$ cat src/rtl/voltage_stats_pkg.sv
// Shared types and constants for the voltage statistics reader.
//   DATA_W       - display sample width (12-bit ADC units)
//   ACC_W        - accumulator word width from the upstream statistics block
//   MAX_LOG2_WIN - largest window exponent whose energy still fits in ACC_W
//   vs_state_e   - reader FSM states
//   pp_calc      - saturating peak-to-peak helper
package voltage_stats_pkg;

  localparam int unsigned DATA_W       = 12;
  localparam int unsigned ACC_W        = 32;
  localparam int unsigned MAX_LOG2_WIN = 8;
  localparam int unsigned RAD_W        = 2 * DATA_W;
  localparam int unsigned PEAK_MAX     = (1 << DATA_W) - 1;

  typedef enum logic [1:0] {
    StIdle,
    StCapture,
    StSqrt,
    StDone
  } vs_state_e;

  // Max minus min, zero when the window extremes are inverted, clipped to DATA_W.
  function automatic logic [DATA_W-1:0] pp_calc(input logic [ACC_W-1:0] max_v,
                                                input logic [ACC_W-1:0] min_v);
    logic [ACC_W-1:0] diff;
    diff = max_v - min_v;
    if (max_v < min_v) begin
      pp_calc = '0;
    end else if (diff > ACC_W'(PEAK_MAX)) begin
      pp_calc = '1;
    end else begin
      pp_calc = diff[DATA_W-1:0];
    end
  endfunction

endpackage

$ cat src/rtl/isqrt_seq.sv
// Restoring bit-serial integer square root, one root bit per cycle.
//   clk_i, rst_i  - clock, asynchronous active-high reset
//   start_i       - load radicand_i and begin (one cycle)
//   radicand_i    - RAD_W-bit unsigned radicand
//   done_o        - high in the cycle the final root bit is resolved
//   root_o        - floor(sqrt(radicand)); valid while done_o is high
module isqrt_seq
  import voltage_stats_pkg::*;
(
  input  logic              clk_i,
  input  logic              rst_i,
  input  logic              start_i,
  input  logic [RAD_W-1:0]  radicand_i,
  output logic              done_o,
  output logic [DATA_W-1:0] root_o
);

  localparam int unsigned REM_W = DATA_W + 2;
  localparam logic [3:0]  LAST_STEP = 4'(DATA_W - 1);

  logic [RAD_W-1:0]  rad_q, rad_d;
  logic [REM_W-1:0]  rem_q, rem_d;
  logic [DATA_W-1:0] root_q, root_d;
  logic [3:0]        cnt_q, cnt_d;
  logic              active_q, active_d;

  logic [REM_W+1:0]  rem_sh;
  logic [REM_W+1:0]  trial;

  always_comb begin
    rad_d    = rad_q;
    rem_d    = rem_q;
    root_d   = root_q;
    cnt_d    = cnt_q;
    active_d = active_q;
    // Bring down the next radicand bit pair and try (4*root + 1).
    rem_sh   = {rem_q, rad_q[RAD_W-1 -: 2]};
    trial    = {2'b00, root_q, 2'b01};
    if (start_i) begin
      rad_d    = radicand_i;
      rem_d    = '0;
      root_d   = '0;
      cnt_d    = '0;
      active_d = 1'b1;
    end else if (active_q) begin
      rad_d = rad_q << 2;
      if (rem_sh >= trial) begin
        rem_d  = REM_W'(rem_sh - trial);
        root_d = {root_q[DATA_W-2:0], 1'b1};
      end else begin
        rem_d  = REM_W'(rem_sh);
        root_d = {root_q[DATA_W-2:0], 1'b0};
      end
      cnt_d = cnt_q + 4'd1;
      if (cnt_q == LAST_STEP) begin
        active_d = 1'b0;
      end
    end
  end

  assign done_o = active_q && (cnt_q == LAST_STEP);
  assign root_o = root_d;

  always_ff @(posedge clk_i or posedge rst_i) begin
    if (rst_i) begin
      rad_q    <= '0;
      rem_q    <= '0;
      root_q   <= '0;
      cnt_q    <= '0;
      active_q <= 1'b0;
    end else begin
      rad_q    <= rad_d;
      rem_q    <= rem_d;
      root_q   <= root_d;
      cnt_q    <= cnt_d;
      active_q <= active_d;
    end
  end

endmodule

$ cat src/rtl/voltage_stats_reader.sv
// Voltage statistics reader: issues the MEAN_FLAG window strobe to the
// accumulator, captures its latched sum / sum-of-squares / max / min and
// produces display-ready mean, RMS and peak-to-peak values.
//   CLK, RST      - clock, asynchronous active-high reset
//   EN            - window generation enable
//   MEAN_FLAG     - one-cycle window strobe (period 2^LOG2_WIN + 1 cycles)
//   SUM_IN, SUM2_IN, MAX_IN, MIN_IN - accumulator results
//   MEAN_OUT, RMS_OUT, PP_OUT       - registered results
//   RESULT_VALID  - one-cycle pulse when results update
//   BUSY          - high from capture through result
// Build option: define VOLTAGE_RMS_EN to compile in the RMS square-root path;
// otherwise RMS_OUT is 0 and results follow capture by one cycle.
// LOG2_WIN must be within 1..MAX_LOG2_WIN.
module voltage_stats_reader
  import voltage_stats_pkg::*;
#(
  parameter int unsigned LOG2_WIN = 8
) (
  input  logic              CLK,
  input  logic              RST,
  input  logic              EN,
  output logic              MEAN_FLAG,
  input  logic [ACC_W-1:0]  SUM_IN,
  input  logic [ACC_W-1:0]  SUM2_IN,
  input  logic [ACC_W-1:0]  MAX_IN,
  input  logic [ACC_W-1:0]  MIN_IN,
  output logic [DATA_W-1:0] MEAN_OUT,
  output logic [DATA_W-1:0] RMS_OUT,
  output logic [DATA_W-1:0] PP_OUT,
  output logic              RESULT_VALID,
  output logic              BUSY
);

  localparam int unsigned     CNT_W    = LOG2_WIN + 1;
  localparam logic [CNT_W-1:0] WIN_LAST = CNT_W'(1 << LOG2_WIN);
  localparam logic [CNT_W-1:0] WIN_PRE  = CNT_W'((1 << LOG2_WIN) - 1);

  logic [CNT_W-1:0]  wcnt_q, wcnt_d;
  logic              mean_flag_q, mean_flag_d;
  vs_state_e         state_q, state_d;
  logic              primed_q, primed_d;
  logic [DATA_W-1:0] mean_out_q, mean_out_d;
  logic [DATA_W-1:0] pp_out_q, pp_out_d;
  logic              rv_q, rv_d;
  logic              busy_q, busy_d;

  logic [DATA_W-1:0] mean_cap;
  logic [DATA_W-1:0] pp_cap;

  assign mean_cap = DATA_W'(SUM_IN >> LOG2_WIN);
  assign pp_cap   = pp_calc(MAX_IN, MIN_IN);

`ifdef VOLTAGE_RMS_EN
  logic [ACC_W-1:0]  prev_sum2_q, prev_sum2_d;
  logic [DATA_W-1:0] rms_out_q, rms_out_d;
  logic [DATA_W-1:0] mean_pend_q, mean_pend_d;
  logic [DATA_W-1:0] pp_pend_q, pp_pend_d;
  logic [ACC_W-1:0]  energy;
  logic [RAD_W-1:0]  radicand;
  logic              sqrt_start;
  logic              sqrt_done;
  logic [DATA_W-1:0] sqrt_root;

  // Sum of squares is cumulative upstream; modular subtraction handles wrap.
  assign energy   = SUM2_IN - prev_sum2_q;
  assign radicand = RAD_W'(energy >> LOG2_WIN);
  assign RMS_OUT  = rms_out_q;

  isqrt_seq u_isqrt (
    .clk_i      (CLK),
    .rst_i      (RST),
    .start_i    (sqrt_start),
    .radicand_i (radicand),
    .done_o     (sqrt_done),
    .root_o     (sqrt_root)
  );
`else
  logic unused_sum2;
  assign unused_sum2 = ^SUM2_IN;
  assign RMS_OUT     = '0;
`endif

  // Window counter: counts 0..2^LOG2_WIN while enabled; the flag is raised
  // for the cycle in which the count sits at 2^LOG2_WIN.
  always_comb begin
    wcnt_d      = wcnt_q;
    mean_flag_d = 1'b0;
    if (EN) begin
      wcnt_d      = (wcnt_q == WIN_LAST) ? '0 : wcnt_q + CNT_W'(1);
      mean_flag_d = (wcnt_q == WIN_PRE);
    end
  end

  always_comb begin
    state_d    = state_q;
    primed_d   = primed_q;
    mean_out_d = mean_out_q;
    pp_out_d   = pp_out_q;
`ifdef VOLTAGE_RMS_EN
    prev_sum2_d = prev_sum2_q;
    rms_out_d   = rms_out_q;
    mean_pend_d = mean_pend_q;
    pp_pend_d   = pp_pend_q;
    sqrt_start  = 1'b0;
`endif
    unique case (state_q)
      StIdle: begin
        if (mean_flag_q) begin
          state_d = StCapture;
        end
      end
      StCapture: begin
`ifdef VOLTAGE_RMS_EN
        prev_sum2_d = SUM2_IN;
`endif
        if (!primed_q) begin
          // First window after reset only establishes the energy baseline.
          primed_d = 1'b1;
          state_d  = StIdle;
        end else begin
`ifdef VOLTAGE_RMS_EN
          mean_pend_d = mean_cap;
          pp_pend_d   = pp_cap;
          sqrt_start  = 1'b1;
          state_d     = StSqrt;
`else
          mean_out_d  = mean_cap;
          pp_out_d    = pp_cap;
          state_d     = StDone;
`endif
        end
      end
`ifdef VOLTAGE_RMS_EN
      StSqrt: begin
        if (sqrt_done) begin
          mean_out_d = mean_pend_q;
          pp_out_d   = pp_pend_q;
          rms_out_d  = sqrt_root;
          state_d    = StDone;
        end
      end
`endif
      StDone: begin
        state_d = StIdle;
      end
      default: begin
        state_d = StIdle;
      end
    endcase
    rv_d   = (state_d == StDone);
    busy_d = (state_d != StIdle);
  end

  assign MEAN_FLAG    = mean_flag_q;
  assign MEAN_OUT     = mean_out_q;
  assign PP_OUT       = pp_out_q;
  assign RESULT_VALID = rv_q;
  assign BUSY         = busy_q;

  always_ff @(posedge CLK or posedge RST) begin
    if (RST) begin
      wcnt_q      <= '0;
      mean_flag_q <= 1'b0;
      state_q     <= StIdle;
      primed_q    <= 1'b0;
      mean_out_q  <= '0;
      pp_out_q    <= '0;
      rv_q        <= 1'b0;
      busy_q      <= 1'b0;
`ifdef VOLTAGE_RMS_EN
      prev_sum2_q <= '0;
      rms_out_q   <= '0;
      mean_pend_q <= '0;
      pp_pend_q   <= '0;
`endif
    end else begin
      wcnt_q      <= wcnt_d;
      mean_flag_q <= mean_flag_d;
      state_q     <= state_d;
      primed_q    <= primed_d;
      mean_out_q  <= mean_out_d;
      pp_out_q    <= pp_out_d;
      rv_q        <= rv_d;
      busy_q      <= busy_d;
`ifdef VOLTAGE_RMS_EN
      prev_sum2_q <= prev_sum2_d;
      rms_out_q   <= rms_out_d;
      mean_pend_q <= mean_pend_d;
      pp_pend_q   <= pp_pend_d;
`endif
    end
  end

endmodule

$ cat config.mk
export PLATFORM = sky130hd
export DESIGN_NAME = voltage_stats_reader
export DESIGN_NICKNAME = d
export VERILOG_FILES = /design/src/rtl/voltage_stats_pkg.sv /design/src/rtl/isqrt_seq.sv /design/src/rtl/voltage_stats_reader.sv
export SDC_FILE = /design/constraint.sdc
export NUM_CORES = 1
export LEC_CHECK = 0
export ABC_AREA = 1
export CAP_MARGIN = 25
export CORE_MARGIN = 2
export CORE_UTILIZATION = 49
export CTS_CLUSTER_DIAMETER = 150
export CTS_CLUSTER_SIZE = 20
export DETAILED_ROUTE_END_ITERATION = 6
export GPL_TIMING_DRIVEN = 0
export PLACE_DENSITY = 0.88
export SLEW_MARGIN = 20
export SYNTH_ARGS = -nofsm -noshare
export SYNTH_HDL_FRONTEND = slang
export SYNTH_HIERARCHICAL = 1
export SYNTH_SLANG_ARGS = --single-unit
$ cat constraint.sdc
create_clock -name CLK -period 4.6 [get_ports CLK]
set_input_delay 0.92 -clock CLK [delete_from_list [all_inputs] [get_ports CLK]]
set_output_delay 0.92 -clock CLK [all_outputs]
set_load 0.05 [all_outputs]
* Yosys cells after proc, flatten, opt, wreduce, memory -nomap -nowiden
Index checks and enable logic that the tools add are counted.
** Word-level totals
- Input bits :: 131
- Register bits after elaboration :: 39
** Operators by class
- Reduce and logical (&&, ||, !) cells :: 3
- Mux-type cells :: 7
- Equal/unequal tests :: 4
- Order comparisons :: 2
- Add/sub/neg operators :: 2
** Operators with widths (number)
- greater-than comparator 32 x 12 -> 1 bit, second input constant :: 1
- < comparator 32 bit :: 1
- subtractor 32 bit :: 1
- two-way mux 12 bit :: 2
- adder 9 x 1 -> 9 bit, second input constant :: 1
- equality test 9 x 8 -> 1 bit, second input constant :: 1
- equality test 9 bit, second input constant :: 1
- two-way mux 9 bit :: 1
- two-way mux 2 bit :: 2
- one-hot mux 2 bit (2 select lines) :: 1
- equality test 2 x 1 -> 1 bit, second input constant :: 1
- equality test 2 bit, second input constant :: 1
- logical NOT 2 bit :: 1
- AND reduction 2 bit :: 1
- nonzero test 2 bit :: 1
- two-way mux 1 bit :: 1

* Depth between registers and ports, before layout
Gate-level depths: netlist of run 1.
- Word-level depth :: 4
- Mapped depth :: 22
- Gate-level depth less buffers :: 20

* Least setup slack after synthesis of run 1
Ideal clock, no wire load.
- Path type :: in2reg
- Start point :: in MAX_IN[0]
- End point :: reg pp_out_q[8] (netlist: PP_OUT[8])
- Library setup time :: 118 ps
- Data arrival time :: 2757 ps
- Path slack :: 1725 ps
- Path buffers :: 1
- Cell stages on the path :: 19
- Path through :: inv_1 -> ha_1 -> inv_1 -> fa_1 -> nand3_1 -> nand3_2 -> nand2_1 -> nand2_1 -> nand2_1 -> nand3b_1 -> nand2_1 -> nand2_1 -> nor2_1 -> nand2_1 -> nor2_2 -> buf_6 -> nand4_1 -> nand2_1 -> nand2_1
** Between the ends
- Word-level cells in the longest chain between the ends :: 4
- Elaborated cells between the ends (all ways) :: 5
** Ends and longest elaborated chain
- start: declaration :: line voltage_stats_reader.sv:25 : input logic [ACC_W-1:0] MAX_IN,
- subtractor 32 bit :: line voltage_stats_pkg.sv:26 : diff = max_v - min_v;
- greater-than comparator 32 x 12 -> 1 bit :: line voltage_stats_pkg.sv:29 : end else if (diff > ACC_W'(PEAK_MAX)) begin
- two-way mux 12 bit :: line voltage_stats_pkg.sv:29
- two-way mux 12 bit * :: line voltage_stats_pkg.sv:27 : if (max_v < min_v) begin
- end signal: assignment :: line voltage_stats_reader.sv:182 : pp_out_q <= pp_out_d;
- end: declaration :: line voltage_stats_reader.sv:43 : logic [DATA_W-1:0] pp_out_q, pp_out_d;
Mark *: on every way between the ends. The rest lies on a longest branch, timed or not.
A chain may end at the register's enable or synchronous reset.

* Final worst setup path of run 1
- Start point :: in MIN_IN[0]
- End point :: reg pp_out_q[4] (netlist: PP_OUT[4])
** Between the ends
- Word-level cells in the longest chain between the ends :: 4
- Elaborated cells between the ends (all ways) :: 5
** Ends and longest elaborated chain
- start: declaration :: line voltage_stats_reader.sv:26 : input logic [ACC_W-1:0] MIN_IN,
- subtractor 32 bit :: line voltage_stats_pkg.sv:26
- greater-than comparator 32 x 12 -> 1 bit :: line voltage_stats_pkg.sv:29
- two-way mux 12 bit :: line voltage_stats_pkg.sv:29
- two-way mux 12 bit * :: line voltage_stats_pkg.sv:27
Marks and branches as above.

==> metrics.md, run 1 <==
| Metric | Value |
|---|---|
| FMAX | just under 0.3 GHz |
| Reg area | 976 sq um |
| Clock Sinks | 39 |
| GRT overflow | 0 |
| Post-DR vias/cell | 4.88 |
| Top cells by area, synth | nand2_1 26%, dfrtp_1 22%, inv_1 13% |
| Initial Util | 0.505 |
| Clk_lat worst skew | 0.30 ns |
| Fin. Hold Viols | 0 |
| Pin count of the biggest net entering global routing | 35 |
| Top-level port count | 170 |
| CTS Buf Count | 5 |
| Worst-path fanout max | 10 |
| Status | completed |
| Vias in the first global route | 4448 |
| DRC viols | 0 |
| Avg Cell Area, Syn | 5.89 sq um |
| All-layer global routing usage | 0.230 |
| Rows | 34 |
| Mux cell area share after synthesis | 0.00227 |
| Hold-fix buffers, CTS | 0 |
| Mapped cell area | around 4400 sq um |
| Final Wtd Congestion | between 0.9 and 1 |
| Crit path DAT | 3.58 ns |
| Clock H-tree levels | 2 |
| Synth Area in Simple Gates | 0.428 |
| Actual slew at the worst max-slew pin | approximately 0.55 ns |
| ANT cells | 0 |
| RSZ-0062 raised after global routing | false |
| Worst EP required | 4.79 ns |
| Final setup fails | 0 |
| Dpl cells | 973 |
| Clock-pin slew on the worst setup and hold paths | around 0.070 ns |
| Hold WC Path Type | flip-flop to flip-flop |
| Startpoint types | primary input |
| FF+latch count, synth | 39 |
| Area Growth Syn to Fin | 30.7% |
| First-pass GRT wire length | 18.9 mm |
| Clock Path Buffers | 2 |
| Max VDD drop | around 0.13 mV |
| DP Wirelength | approximately 9.1 mm |
| Drt first pass iters | 5 |
| Largest family of logic cells by synthesized area | simple AND/OR/NAND/NOR gates |
| Post-CTS Resized | 0 |
| Via count | between 4000 and 5000 |
| CTS tree | built |
| Synth area leader | nand2_1 |
| Critical path endpoint category | flip-flop |
| Proportion of layout cells with a drive suffix above 1 | 0.0619 |
| Asr flop ratio synth | 1.00 |
| Synth Area in Compound Gates | 0.0460 |
| PD cells | 203 nW/um^2 |
| Period minus WS final | 3.39 ns |
| Number of port buffers | 105 |
| Area of the multi-input gates | between 2000 and 3000 sq um |
| Worst rel slew slack | 0.633 |
| Fin nets | 1039 |
| Antenna-violating nets left | 0 |
| Final setup TNS | 0 ns |
| Area of the core | 8720 sq um |
| Fillers | 777 |
| Crit Path Class | primary input to flip-flop |
| Chip Width | 98.8 um |
| Routed WL | 10.9 mm |
| Ys flop type | dfrtp_1 |
| Final non-filler cell total | approximately 980 |
| Initial antenna violation count | 0 |
| Post-synthesis adder-cell area fraction | 0.104 |
| Die Area | 9770 sq um |
| Clk_skew | 0.00718 ns |
| XOR/XNOR Fraction of Synth Area | 0.0298 |
| Max-cap violation count | 0 |
| Sequential area share after synthesis | 0.221 |
| Period utilization | 0.737 |
| Per-cell routed wire length | 11.1 um |
| Ys Warns | 6 |
| Post-CTS setup buffers | 0 |
| Cell variety after synth | 38 |
| Height of the chip | 98.8 um |
| Number of synthesized flops with an enable pin | 0 |
| CTS Root Cell | clkbuf_8 |
| Synth Instances | 748 |
| Synth top area share | 0.260 |
| 1st-iter DRT viols | between 200 and 250 |
| Leakage power | 0.00326 uW |
| Max Transition Viols Final | 0 |
-- cell type report --
cell class / count / area share
plain buffers: 20 / 0.0261
clock buffers: 7 / 0.0167
clock inverters: 1 / 0.00130
inverters: 157 / 0.102
multi-input cells: 543 / 0.475
flip-flops and latches: 39 / 0.169
well taps: 108 / 0.0235
repair buffers: 106 / 0.186
-- layout by cell type (no fill, tap or decap), types with 3 or more instances in the layout --
| cell | synthesis | final |
|---|---|---|
| a21oi_1 | 22 | 22 |
| nand3_2 | 3 | 3 |
| conb_1 | 1 | 12 |
| xnor2_1 | 10 | 10 |
| dfrtp_1 | 39 | 39 |
| nand3_1 | 27 | 27 |
| nor2_1 | 51 | 51 |
| nand3b_1 | 7 | 7 |
| xor2_1 | 5 | 5 |
| nor3_1 | 3 | 3 |
| clkdlybuf4s50_1 | 0 | 105 |
| a21o_1 | 3 | 3 |
| buf_6 | 3 | 3 |
| inv_1 | 155 | 154 |
| buf_4 | 14 | 14 |
| nand4_1 | 18 | 18 |
| ha_1 | 35 | 35 |
| clkbuf_1 | 3 | 3 |
| clkbuf_8 | 0 | 7 |
| nand2_1 | 305 | 305 |
| nor2_2 | 9 | 9 |
| o21ai_0 | 4 | 4 |
| nand2_2 | 9 | 9 |
-- critical path: stages --
cell,delay (ns)
clkdlybuf4s50_1,0.46
ha_1,0.13
inv_1,0.08
fa_1,0.45
nand3_1,0.13
nand3_2,0.11
nand2_1,0.08
nand2_1,0.09
nand2_1,0.11
nand2_1,0.08
nand2_1,0.08
nand3_1,0.08
nand2_1,0.07
nand2_1,0.06
nor2_2,0.20
buf_6,0.17
nand4_1,0.13
nand2_1,0.08
nand2_1,0.04
-- per-stage QoR --
step	power [uW]	utilization	hold slack [ns]	instance area [sq um]	setup slack [ns]
global route	1260	0.660	0.501	5760	0.903
detailed placement	908	0.648	0.457	5660	0.934
floorplan	755	-	0.434	4450	1.73
finish	1170	0.660	0.474	5760	1.21
CTS	1170	0.660	0.476	5760	1.22
global placement	894	0.646	0.447	5640	0.974
-- flip-flops by register name, summed over array words and instances (netlist names) --
register	count
MEAN_OUT	12
PP_OUT	12
RESULT_VALID	1
state_q	2
wcnt_q	9
primed_q	1
BUSY	1
MEAN_FLAG	1
-- cells in the mapped netlist, types with 3 or more instances --
master,n
a21o_1,3
a21oi_1,22
buf_4,14
buf_6,3
clkbuf_1,3
dfrtp_1,39
ha_1,35
inv_1,155
nand2_1,305
nand2_2,9
nand3_1,27
nand3_2,3
nand3b_1,7
nand4_1,18
nor2_1,51
nor2_2,9
nor3_1,3
o21ai_0,4
xnor2_1,10
xor2_1,5
-- power breakdown --
part	switching [uW]	internal (uW)
Combinational	291	215
Sequential	32.7	373
Clock	119	136
-- cells by family (layout without fill, tap and decap cells) --
group | Yosys count | count (layout)
fa+ha+maj | 36 | 36
mux | 1 | 1
buf+inv | 177 | 291
simple gates | 443 | 443
flops | 39 | 39
compound gates | 36 | 36
other cells | 1 | 12
xor+xnor | 15 | 15
-- metal layers --
| layer | up-vias | share of wire | wire length [um] | track usage |
|---|---|---|---|---|
| li1 | 2488 | - | - | - |
| met1 | 2110 | 0.44 | 4830 | 0.293 |
| met2 | 169 | 0.47 | 5120 | 0.391 |
| met3 | 25 | 0.061 | 671 | 0.0319 |
| met4 | 0 | 0.027 | 291 | 0.0917 |
| met5 | - | 0 | 0 | 0 |
-- worst paths after layout --
path,start,endpoint,slack (ns),cells past startpoint
min,MEAN_OUT[7],MEAN_OUT[7],0.47,2
max reg2reg,state_q[1],PP_OUT[9],2.80,7
max in group asynchronous,RST,PP_OUT[10],3.38,3
min reg2reg,MEAN_OUT[7],MEAN_OUT[7],0.47,2
max,MIN_IN[0],PP_OUT[4],1.21,19
min in group asynchronous,RST,wcnt_q[4],0.82,2
Note: power is estimated with default switching activity, not from simulation.
==> run 2, diff against run 1 <==
- CORE_UTILIZATION: 49 -> 41
- PLACE_DENSITY: 0.88 -> 0.79
- clock period: 4.6 -> 3.1 ns (I/O delays scaled with it)
==> run 2 against run 1 <==
  * Non-clock buffer count grew 5
  * Highest routed layer unchanged
  * Largest cell class unchanged
  * Sequential share of layout area decreased by 0.38 points
  * Global-route usage fell by 4.5 points
  * Cell area grew 2.3%
  * Clock skew down 0.0013 ns
  * Critical path type unchanged
==> metrics.md, run 2 (synthesized netlist as in run 1, its figures left out) <==
| Metric | Value |
|---|---|
| Status | completed |
| Startpoint types | primary input |
| Worst-path fanout max | 5 |
| Worst r2r src | state_q[1] |
| Top-level port count | 170 |
| Area of the multi-input gates | 2810 sq um |
| Clock Path Buffers | 2 |
| CTS tree | built |
| Antenna-violating nets left | 0 |
| Max VDD drop | 0.183 mV |
| CP peak stage delay | approximately 0.4 ns |
| Hold path cells | 2 |
| Commonest non-fill, non-tap cell in the layout | nand2_1 |
| DP Wirelength | 8.89 mm |
| Min-delay src | MEAN_OUT[2] |
| 1st-iter DRT viols | 193 |
| Pin count of the biggest net entering global routing | 29 |
| Highest-delay cell along the critical path | clkdlybuf4s50_1 |
| Max Transition Viols Final | 0 |
| Final Wtd Congestion | 0.882 |
| Clk_skew | between 0.005 and 0.006 ns |
| Fin nets | 1044 |
| First-pass GRT wire length | 17.7 mm |
| Leakage power | 0.00329 uW |
| Chip Width | 108 um |
| Crit path cell chain | clkdlybuf4s50_1 > inv_1 > ha_4 > inv_4 > fa_2 > nand2_1 > nand2_1 > nand3_1 > nand2_2 > nand2_2 > nand2_2 > nand2_2 > nand2_1 > nand2_1 > nand2_1 > nor2_1 > nand2_1 > nor2_4 > buf_4 > nand4_1 > nand2_1 > nand2_1 |
| Worst reg2reg setup slack | between 1 and 1.5 ns |
| Commonest non-fill, non-tap cells in the layout | 292 x nand2_1, 153 x inv_1, 104 x clkdlybuf4s50_1 |
| Worst EP required | 3.27 ns |
| CTS Buf Count | 5 |
| Die Area | 11600 sq um |
| FMAX | 0.336 GHz |
| FF-to-FF End | PP_OUT[8] |
| Drt first pass iters | 5 |
| Clk_lat worst skew | between 0.2 and 0.3 ns |
| All-layer global routing usage | 0.184 |
| Layout Utilization | 0.568 |
| Hold WC Path Type | flip-flop to flip-flop |
| Initial antenna violation count | 0 |
| Number of port buffers | 105 |
| Pre-CTS setup slack | -0.253 ns |
| Vias in the first global route | 4112 |
| Initial Util | 0.425 |
| Max-cap violation count | 0 |
| Via count | 4640 |
| Fin. Hold Viols | 0 |
| Period minus WS final | 2.98 ns |
| CTS Root Cell | clkbuf_8 |
| Crit Path Class | primary input to flip-flop |
| Path depth of the worst reg2reg path | 8 |
| Post-DR vias/cell | 4.58 |
| Per-cell routed wire length | 10.6 um |
| Hold EP | MEAN_OUT[2] |
| Fillers | ~1000 |
| Proportion of layout cells with a drive suffix above 1 | 0.0900 |
| Worst rel slew slack | 0.634 |
| Final setup fails | 0 |
| Crit path DAT | approximately 3.2 ns |
| Rows | 37 |
| Hold-fix buffers, CTS | 0 |
| Height of the chip | 108 um |
| Area of the core | 10400 sq um |
| Actual slew at the worst max-slew pin | 0.547 ns |
| Reg area | 976 sq um |
| Worst path most repeated cell | nand2_1 |
| Period utilization | 0.961 |
| GRT overflow | 0 |
| Final Hold Slack | 0.469 ns |
| Routed WL | 10.7 mm |
| PD cells | 286 nW/um^2 |
| Area Growth Syn to Fin | 33.7% |
| ANT cells | 0 |
| Clock H-tree levels | 2 |
| DRC viols | 0 |
| Clock-pin slew on the worst setup and hold paths | 0.07 ns |
| Clock Sinks | 39 |
| Critical path endpoint category | flip-flop |
| Worst setup slack after layout | 0.122 ns |
[run 2: cell count changes in the layout (fill, tap and decap cells not counted), sizes merged]
cell | before | now
buf | 18 | 23
clkdlybuf4s50 | 105 | 104
clkinv | 2 | 3
clkinvlp | 1 | 0
dlymetal6s2s | 0 | 1
[run 2: worst max path at each step]
| stage | startpoint | end | slack (ns) | cells past startpoint |
|---|---|---|---|---|
| final | MAX_IN[0] | PP_OUT[8] | 0.12 | 22 |
| after global routing | MAX_IN[0] | PP_OUT[8] | -0.06 | 22 |
| after CTS | MAX_IN[0] | PP_OUT[5] | 0.04 | 20 |
| after detailed placement | MIN_IN[0] | PP_OUT[6] | -0.25 | 19 |
| after global placement | MIN_IN[0] | PP_OUT[6] | -0.24 | 19 |
| after floorplan | MAX_IN[0] | PP_OUT[8] | 0.53 | 19 |
[run 2: layout make-up]
cell class	instances	area share
Sequential cell	39	0.166
Timing Repair Buffer	111	0.189
Tap cell	136	0.0289
Buffer	20	0.0255
Clock buffer	7	0.0130
Multi-Input combinational cell	543	0.477
Inverter	157	0.100
Clock inverter	1	0.000849
[run 2: timing repair]
action,CTS,global route
buffers inserted,0,3
resized for setup,0,29
setup endpoints to repair,0,12
[run 2: critical path: cells and delay by family]
family | cells | cell delay [ns]
fa+ha+maj | 2 | 0.54
buf+inv | 4 | 0.69
simple gates | 16 | 1.29
[run 2: report_power, final]
group | switching, uW | internal (uW) | leakage [uW]
clock | 161 | 158 | 0.0000422
sequential | 48.4 | 553 | 0.000404
combinational | 434 | 327 | 0.00284
total | 644 | 1040 | 0.00329
[run 2: metal layers]
| metal | vias up | global-route usage | wire length (um) |
|---|---|---|---|
| met2 | 150 | 0.306 | 4780 |
| met5 | - | 0 | 0 |
| li1 | 2490 | - | - |
| met1 | 1980 | 0.250 | 5050 |
| met3 | 20 | 0.0297 | 709 |
| met4 | 0 | 0.0449 | 188 |
[run 2: metrics by stage]
stage / total power, uW / TNS, ns / cell area, sq um / std cells
after floorplan: 1120 / 0 / 4450 / 759
after global placement: 1330 / -2.46 / 5670 / 1000
after detailed placement: 1350 / -2.66 / 5690 / 1001
after CTS: 1670 / 0 / 5770 / 1009
after global routing: 1830 / -0.337 / 5890 / 1014
final: 1680 / 0 / 5890 / 1014
